$ cat src/rtl/pong_pkg.sv
// Shared definitions for the pong display/game-control blocks.
//   - state_t     : winner-banner sequencer states
//   - PLAYER_*    : winner / ROM player-select encodings
//   - MSG_ADDR_W  : width of the winner-banner ROM address
//   - is_player() : true for a real winner code (P1 or P2)
package pong_pkg;

   typedef enum logic [1:0] {
      ST_IDLE = 2'd0,
      ST_ARM  = 2'd1,
      ST_SHOW = 2'd2,
      ST_DONE = 2'd3
   } state_t;

   localparam logic [1:0] PLAYER_NONE = 2'd0;
   localparam logic [1:0] PLAYER_P1   = 2'd1;
   localparam logic [1:0] PLAYER_P2   = 2'd2;

   localparam int MSG_ADDR_W = 13;

   function automatic logic is_player(input logic [1:0] code);
      return (code == PLAYER_P1) || (code == PLAYER_P2);
   endfunction

endpackage

$ cat src/rtl/msg_window_addr.sv
// Banner window decode.
// Tells whether the current pixel lies inside the banner rectangle and forms
// the row-major ROM address of that pixel relative to the window origin.
//   pixel_x, pixel_y : current pixel column / row
//   in_win           : pixel inside the window (state-independent)
//   addr             : {row offset, column offset}; 0 outside the window
module msg_window_addr
   import pong_pkg::*;
#(
   parameter int MSG_X0 = 256,
   parameter int MSG_Y0 = 208,
   parameter int MSG_W  = 128,
   parameter int MSG_H  = 64
) (
   input  logic [9:0]            pixel_x,
   input  logic [9:0]            pixel_y,
   output logic                  in_win,
   output logic [MSG_ADDR_W-1:0] addr
);

   localparam int XW = $clog2(MSG_W);
   localparam int YW = $clog2(MSG_H);

   // Bounds carry one extra bit so MSG_X0+MSG_W can reach 1024 without wrapping.
   localparam logic [10:0] X_LO = 11'(MSG_X0);
   localparam logic [10:0] X_HI = 11'(MSG_X0 + MSG_W);
   localparam logic [10:0] Y_LO = 11'(MSG_Y0);
   localparam logic [10:0] Y_HI = 11'(MSG_Y0 + MSG_H);
   localparam logic [9:0]  X_OFF = 10'(MSG_X0);
   localparam logic [9:0]  Y_OFF = 10'(MSG_Y0);

   logic [XW-1:0] col;
   logic [YW-1:0] row;

   // NOTE: every output of this always_comb is assigned before any branch,
   // so no path leaves a value held and no latch is inferred.
   always_comb begin
      in_win = ({1'b0, pixel_x} >= X_LO) && ({1'b0, pixel_x} < X_HI) &&
               ({1'b0, pixel_y} >= Y_LO) && ({1'b0, pixel_y} < Y_HI);
      // Offsets are taken at full 10-bit width and only then truncated; the
      // result is used solely when the range check above passed.
      col  = XW'(pixel_x - X_OFF);
      row  = YW'(pixel_y - Y_OFF);
      addr = '0;
      if (in_win) begin
         addr = {row, col};
      end
   end

endmodule

$ cat src/rtl/win_message_sequencer.sv
// Winner-banner sequencer.
// After a game ends it latches the winner, waits for a frame boundary, then
// shows the winner banner from ROM for HOLD_FRAMES frames and pulses restart.
//   clk, rst_n   : pixel clock, asynchronous active-low reset
//   game_over    : one-cycle end-of-game pulse, winner sampled with it
//   winner       : 1 = P1, 2 = P2 (0/3 ignored)
//   frame_start  : one-cycle pulse at each frame start
//   pixel_x/y    : current VGA pixel
//   rom_player   : ROM bank select, 0 blanks the ROM
//   rom_address  : registered ROM address
//   rom_data     : ROM colour, combinational from rom_address
//   msg_rgb      : registered banner colour
//   msg_valid    : msg_rgb overrides the playfield this cycle
//   busy         : game_over accepted and restart not yet issued
//   restart      : one-cycle pulse when the banner ends
module win_message_sequencer
   import pong_pkg::*;
#(
   parameter int MSG_X0      = 256,
   parameter int MSG_Y0      = 208,
   parameter int MSG_W       = 128,
   parameter int MSG_H       = 64,
   parameter int HOLD_FRAMES = 180
) (
   input  logic        clk,
   input  logic        rst_n,
   input  logic        game_over,
   input  logic [1:0]  winner,
   input  logic        frame_start,
   input  logic [9:0]  pixel_x,
   input  logic [9:0]  pixel_y,
   output logic [1:0]  rom_player,
   output logic [12:0] rom_address,
   input  logic [2:0]  rom_data,
   output logic [2:0]  msg_rgb,
   output logic        msg_valid,
   output logic        busy,
   output logic        restart
);

   localparam logic [7:0] HOLD_LAST = 8'(HOLD_FRAMES);

   state_t          state;
   logic [7:0]      frame_cnt;
   logic [7:0]      cnt_inc;
   logic [1:0]      win_q;
   logic            hit1;
   logic            pix_in_win;
   logic            in_win;
   logic [MSG_ADDR_W-1:0] win_addr;

   msg_window_addr #(
      .MSG_X0 (MSG_X0),
      .MSG_Y0 (MSG_Y0),
      .MSG_W  (MSG_W),
      .MSG_H  (MSG_H)
   ) u_window (
      .pixel_x (pixel_x),
      .pixel_y (pixel_y),
      .in_win  (pix_in_win),
      .addr    (win_addr)
   );

   assign in_win  = pix_in_win && (state == ST_SHOW);
   assign cnt_inc = frame_cnt + 8'd1;

   // NOTE: all state here is updated with <= so every register samples the
   // pre-edge values of the others, which is what makes the two pipeline
   // stages and the FSM line up cycle-for-cycle.
   always_ff @(posedge clk or negedge rst_n) begin
      if (!rst_n) begin
         state       <= ST_IDLE;
         frame_cnt   <= 8'd0;
         win_q       <= PLAYER_NONE;
         busy        <= 1'b0;
         restart     <= 1'b0;
         hit1        <= 1'b0;
         rom_player  <= PLAYER_NONE;
         rom_address <= '0;
         msg_valid   <= 1'b0;
         msg_rgb     <= 3'd0;
      end else begin
         restart <= 1'b0;

         case (state)
            ST_IDLE: begin
               // A coincident frame_start is deliberately not consumed here:
               // ARM always waits for the following frame boundary.
               if (game_over && is_player(winner)) begin
                  win_q <= winner;
                  busy  <= 1'b1;
                  state <= ST_ARM;
               end
            end
            ST_ARM: begin
               if (frame_start) begin
                  frame_cnt <= 8'd0;
                  state     <= ST_SHOW;
               end
            end
            ST_SHOW: begin
               if (frame_start) begin
                  frame_cnt <= cnt_inc;
                  if (cnt_inc == HOLD_LAST) begin
                     restart <= 1'b1;
                     state   <= ST_DONE;
                  end
               end
            end
            ST_DONE: begin
               busy      <= 1'b0;
               win_q     <= PLAYER_NONE;
               frame_cnt <= 8'd0;
               state     <= ST_IDLE;
            end
         endcase

         // Stage 1: address and bank select toward the ROM.
         hit1        <= in_win;
         rom_player  <= in_win ? win_q : PLAYER_NONE;
         rom_address <= in_win ? win_addr : '0;

         // Stage 2: capture ROM colour. A pixel already in stage 1 when SHOW
         // ends still completes, so msg_valid can trail DONE by one cycle.
         msg_valid <= hit1;
         msg_rgb   <= hit1 ? rom_data : 3'd0;
      end
   end

endmodule

$ cat config.mk
export PLATFORM = sky130hd
export DESIGN_NAME = win_message_sequencer
export DESIGN_NICKNAME = d
export VERILOG_FILES = /design/src/rtl/pong_pkg.sv /design/src/rtl/msg_window_addr.sv /design/src/rtl/win_message_sequencer.sv
export SDC_FILE = /design/constraint.sdc
export NUM_CORES = 1
export LEC_CHECK = 0
export BUFFER_PORTS_ARGS = -buffer_cell sky130_fd_sc_hd__buf_2
export CAP_MARGIN = 25
export CORE_ASPECT_RATIO = 1.2
export CORE_MARGIN = 3
export CORE_UTILIZATION = 53
export DETAILED_ROUTE_END_ITERATION = 10
export PLACE_DENSITY = 0.83
export SYNTH_ARGS = -nofsm -noshare
export SYNTH_HDL_FRONTEND = slang
export SYNTH_SLANG_ARGS = --single-unit
$ cat constraint.sdc
create_clock -name clk -period 5.62 [get_ports clk]
set_input_delay 0.843 -clock clk [delete_from_list [all_inputs] [get_ports clk]]
set_output_delay 0.843 -clock clk [all_outputs]
set_load 0.01 [all_outputs]
==> summary.txt <==
delay-heaviest family, CP: simple AND/OR/NAND/NOR gates
GRT Total Usage: 20.6%
Worst Hold Class: reg -> reg
Final GP Congestion: 0.823
worst slew pin tran: 736 ps
setup_tns: 0 ps
# diodes: 0
Syn-to-layout area delta: 20.5%
# clock sinks: 34
Crit. End Element: register
worst hold slack: 424 ps
Final Hold Fails: 0
Fmax: 0.439 GHz
crit-path max FO: 5
Placeable Area: 2650 um^2
post-synth top area cell: dfrtp_1
Max rail drop VDD: 242 uV
routed length per placed instance: 14.4 um
via/cell ratio: 5.48
GRT overflow: 0
drt initial violations: 38
final setup vio count: 0
hpwl dp: 2400 um
Storage cell area: 851 um^2
I/O pins: 50
total CTS buffers: 5
CP cell instances: buf_2, or3b_1, o32a_1, or4b_1, mux2_1
layout cells sized above 1: 29.2%
pins over their slew limit: 0
largest net degree at the start of global routing: 35
CTS tree: built
Max Buffers Root-to-Sink: 2
syn avg cell area: 11.0 um^2
Crit path required time: 5840 ps
share of the yosys chip area belonging to registers: 55.0%
first-pass GRT wire length: 5800 um
post_cts resized: 0
die height: 65.2 um
drt total wl: 3240 um
PwrDens: 320 nW/um^2
clock skew: 3.61 ps
clk_lat worst skew: 330 ps
Via Count: 1232
arrival time at the worst endpoint: 2490 ps
critical path class: in -> reg
clock root cell: clkbuf_4
Synth Instances: 141
Mapped Nets: 178
Yosys cell types: 37
fin crit share: 40.5%
Final min period: 2280 ps
CTS hold repair buffers: 0
vias in the first global route: 1277
outcome: completed
# rows: 20
# DRC: 0
register bit total from synthesis: 34
initial antenna violation count: 0
Lkg Pwr: 0.981 nW
full die area: 3610 um^2
Post-layout nets: 229
synth top area cells: dfrtp_1 55%, ha_1 6.5%, nor3b_1 6.3%
Placed Instances: 218
CP max stage cell: or4b_1
initial cell density of the core: 58.3%
Post-CTS Setup Repair Bufs: 0
Worst Path Buf+Inv: 1
CTS H-tree depth: 2
Synth Warn #: 0
Non-Filler Instances: 225
PortBufs: 49
Fillers: 194
Slew HR: 50.9%
top_reg_cell synth: dfrtp_1
startpoint types: input pin
first drt pass iteration count: 4
multi-input logic area: 652 um^2
RSZ-0062 raised after global routing: no
Final ANT Viol Nets: 0
# Max-Cap Violations: 0
share of synthesized registers carrying an async set or reset: 100%
Mapped Area: 1550 um^2
die width: 55.3 um
Largest stage delay, worst path: 530 ps
clock-pin slew on the worst setup and hold paths: 90 ps
Synth top area share: 55.0%
Post-synth EDFFs: 0
[cell type report]
cell class                 count  share of cell area, %
clock buffer                   7                   2.42
inverter                       6                   1.21
multi-input combinational     95                   35.0
sequential                    34                   45.6
tap                           33                   2.21
timing repair buffer          50                   13.6
[synth_stat cells (all sizes together), types with 2 or more instances]
master,number
dfrtp,34
nor3b,13
nand2,10
o21ai,9
ha,8
a21oi,6
clkbuf,6
inv,6
nor2,5
nor3,5
a21o,3
and2,3
nand2b,3
o31ai,3
and3,2
nand4,2
nand4b,2
o21bai,2
or4b,2
[final timing paths]
path                                       from                       end  slack (ps)  cells after the start
hold / removal                   hit1$_DFF_PN0_       msg_valid$_DFF_PN0_         420                      0
setup reg to reg           state[0]$_DFFE_PN0P_  rom_address[0]$_DFF_PN0_        3530                      5
setup / recovery                    frame_start      state[1]$_DFFE_PN0P_        3340                      5
min in group asynchronous                 rst_n   rom_player[0]$_DFF_PN0_         570                      1
max in group asynchronous                 rst_n  rom_address[7]$_DFF_PN0_        4590                      1
hold reg to reg                  hit1$_DFF_PN0_       msg_valid$_DFF_PN0_         420                      0
[cell families (layout without fill, tap and decap cells)]
logic type	count (synthesis)	after routing	synth area share [%]
AOI/OAI and AO/OA	29	29	11.9
xor gates and xnor gates	2	2	1.13
adders and majority gates	8	8	6.47
buffers and inverters	12	63	2.91
DFF	34	34	55.0
muxes	1	1	0.728
and+or+nand+nor	55	55	21.9
[per-layer routing]
metal  part of all wire [%]  global-route usage [%]  vias to the layer above
met2                     51                    35.5                       41
li1                       -                       -                      601
met1                     41                    24.6                      585
met3                    6.4                    5.11                        5
met5                      0                       0                        -
met4                    1.6                    8.51                        0
[report_power, final]
part           total [mW]  internal, mW  switching, mW
clock network       0.122        0.0471         0.0744
logic               0.184        0.0817          0.103
registers           0.291         0.269         0.0217
[placed cells by master, fill, tap and decap left out, drive strengths merged, types with 3 or more instances in the layout]
cell,n
a21o,3
nand2,10
a21oi,6
o21ai,9
dfrtp,34
nor3b,13
ha,8
and2,3
o31ai,3
nor2,5
inv,6
nor3,5
clkbuf,7
buf,50
nand2b,3
[worst reg2reg max path, cell delays in order, from the launching register on]
cell and delay, ps:
dfrtp_1 420, inv_1 130, ha_1 350, nand2_1 70, or4_1 700, nor3b_1 330
[flip-flops by register name (all words and copies together), names as in the netlist]
register	flops
msg_rgb	3
rom_address	13
win_q	2
msg_valid	1
state	2
restart	1
rom_player	2
frame_cnt	8
busy	1
hit1	1
[through the flow]
stage	cell area, um^2	setup slack (ps)	power, mW	util, %
floorplan	1550	3200	0.425	-
global placement	1810	3050	0.467	68.3
detailed placement	1820	2990	0.478	68.6
CTS	1860	3350	0.603	70.3
global route	1860	3320	0.643	70.3
finish	1860	3340	0.597	70.3
Power figures use the tool's default switching activity.
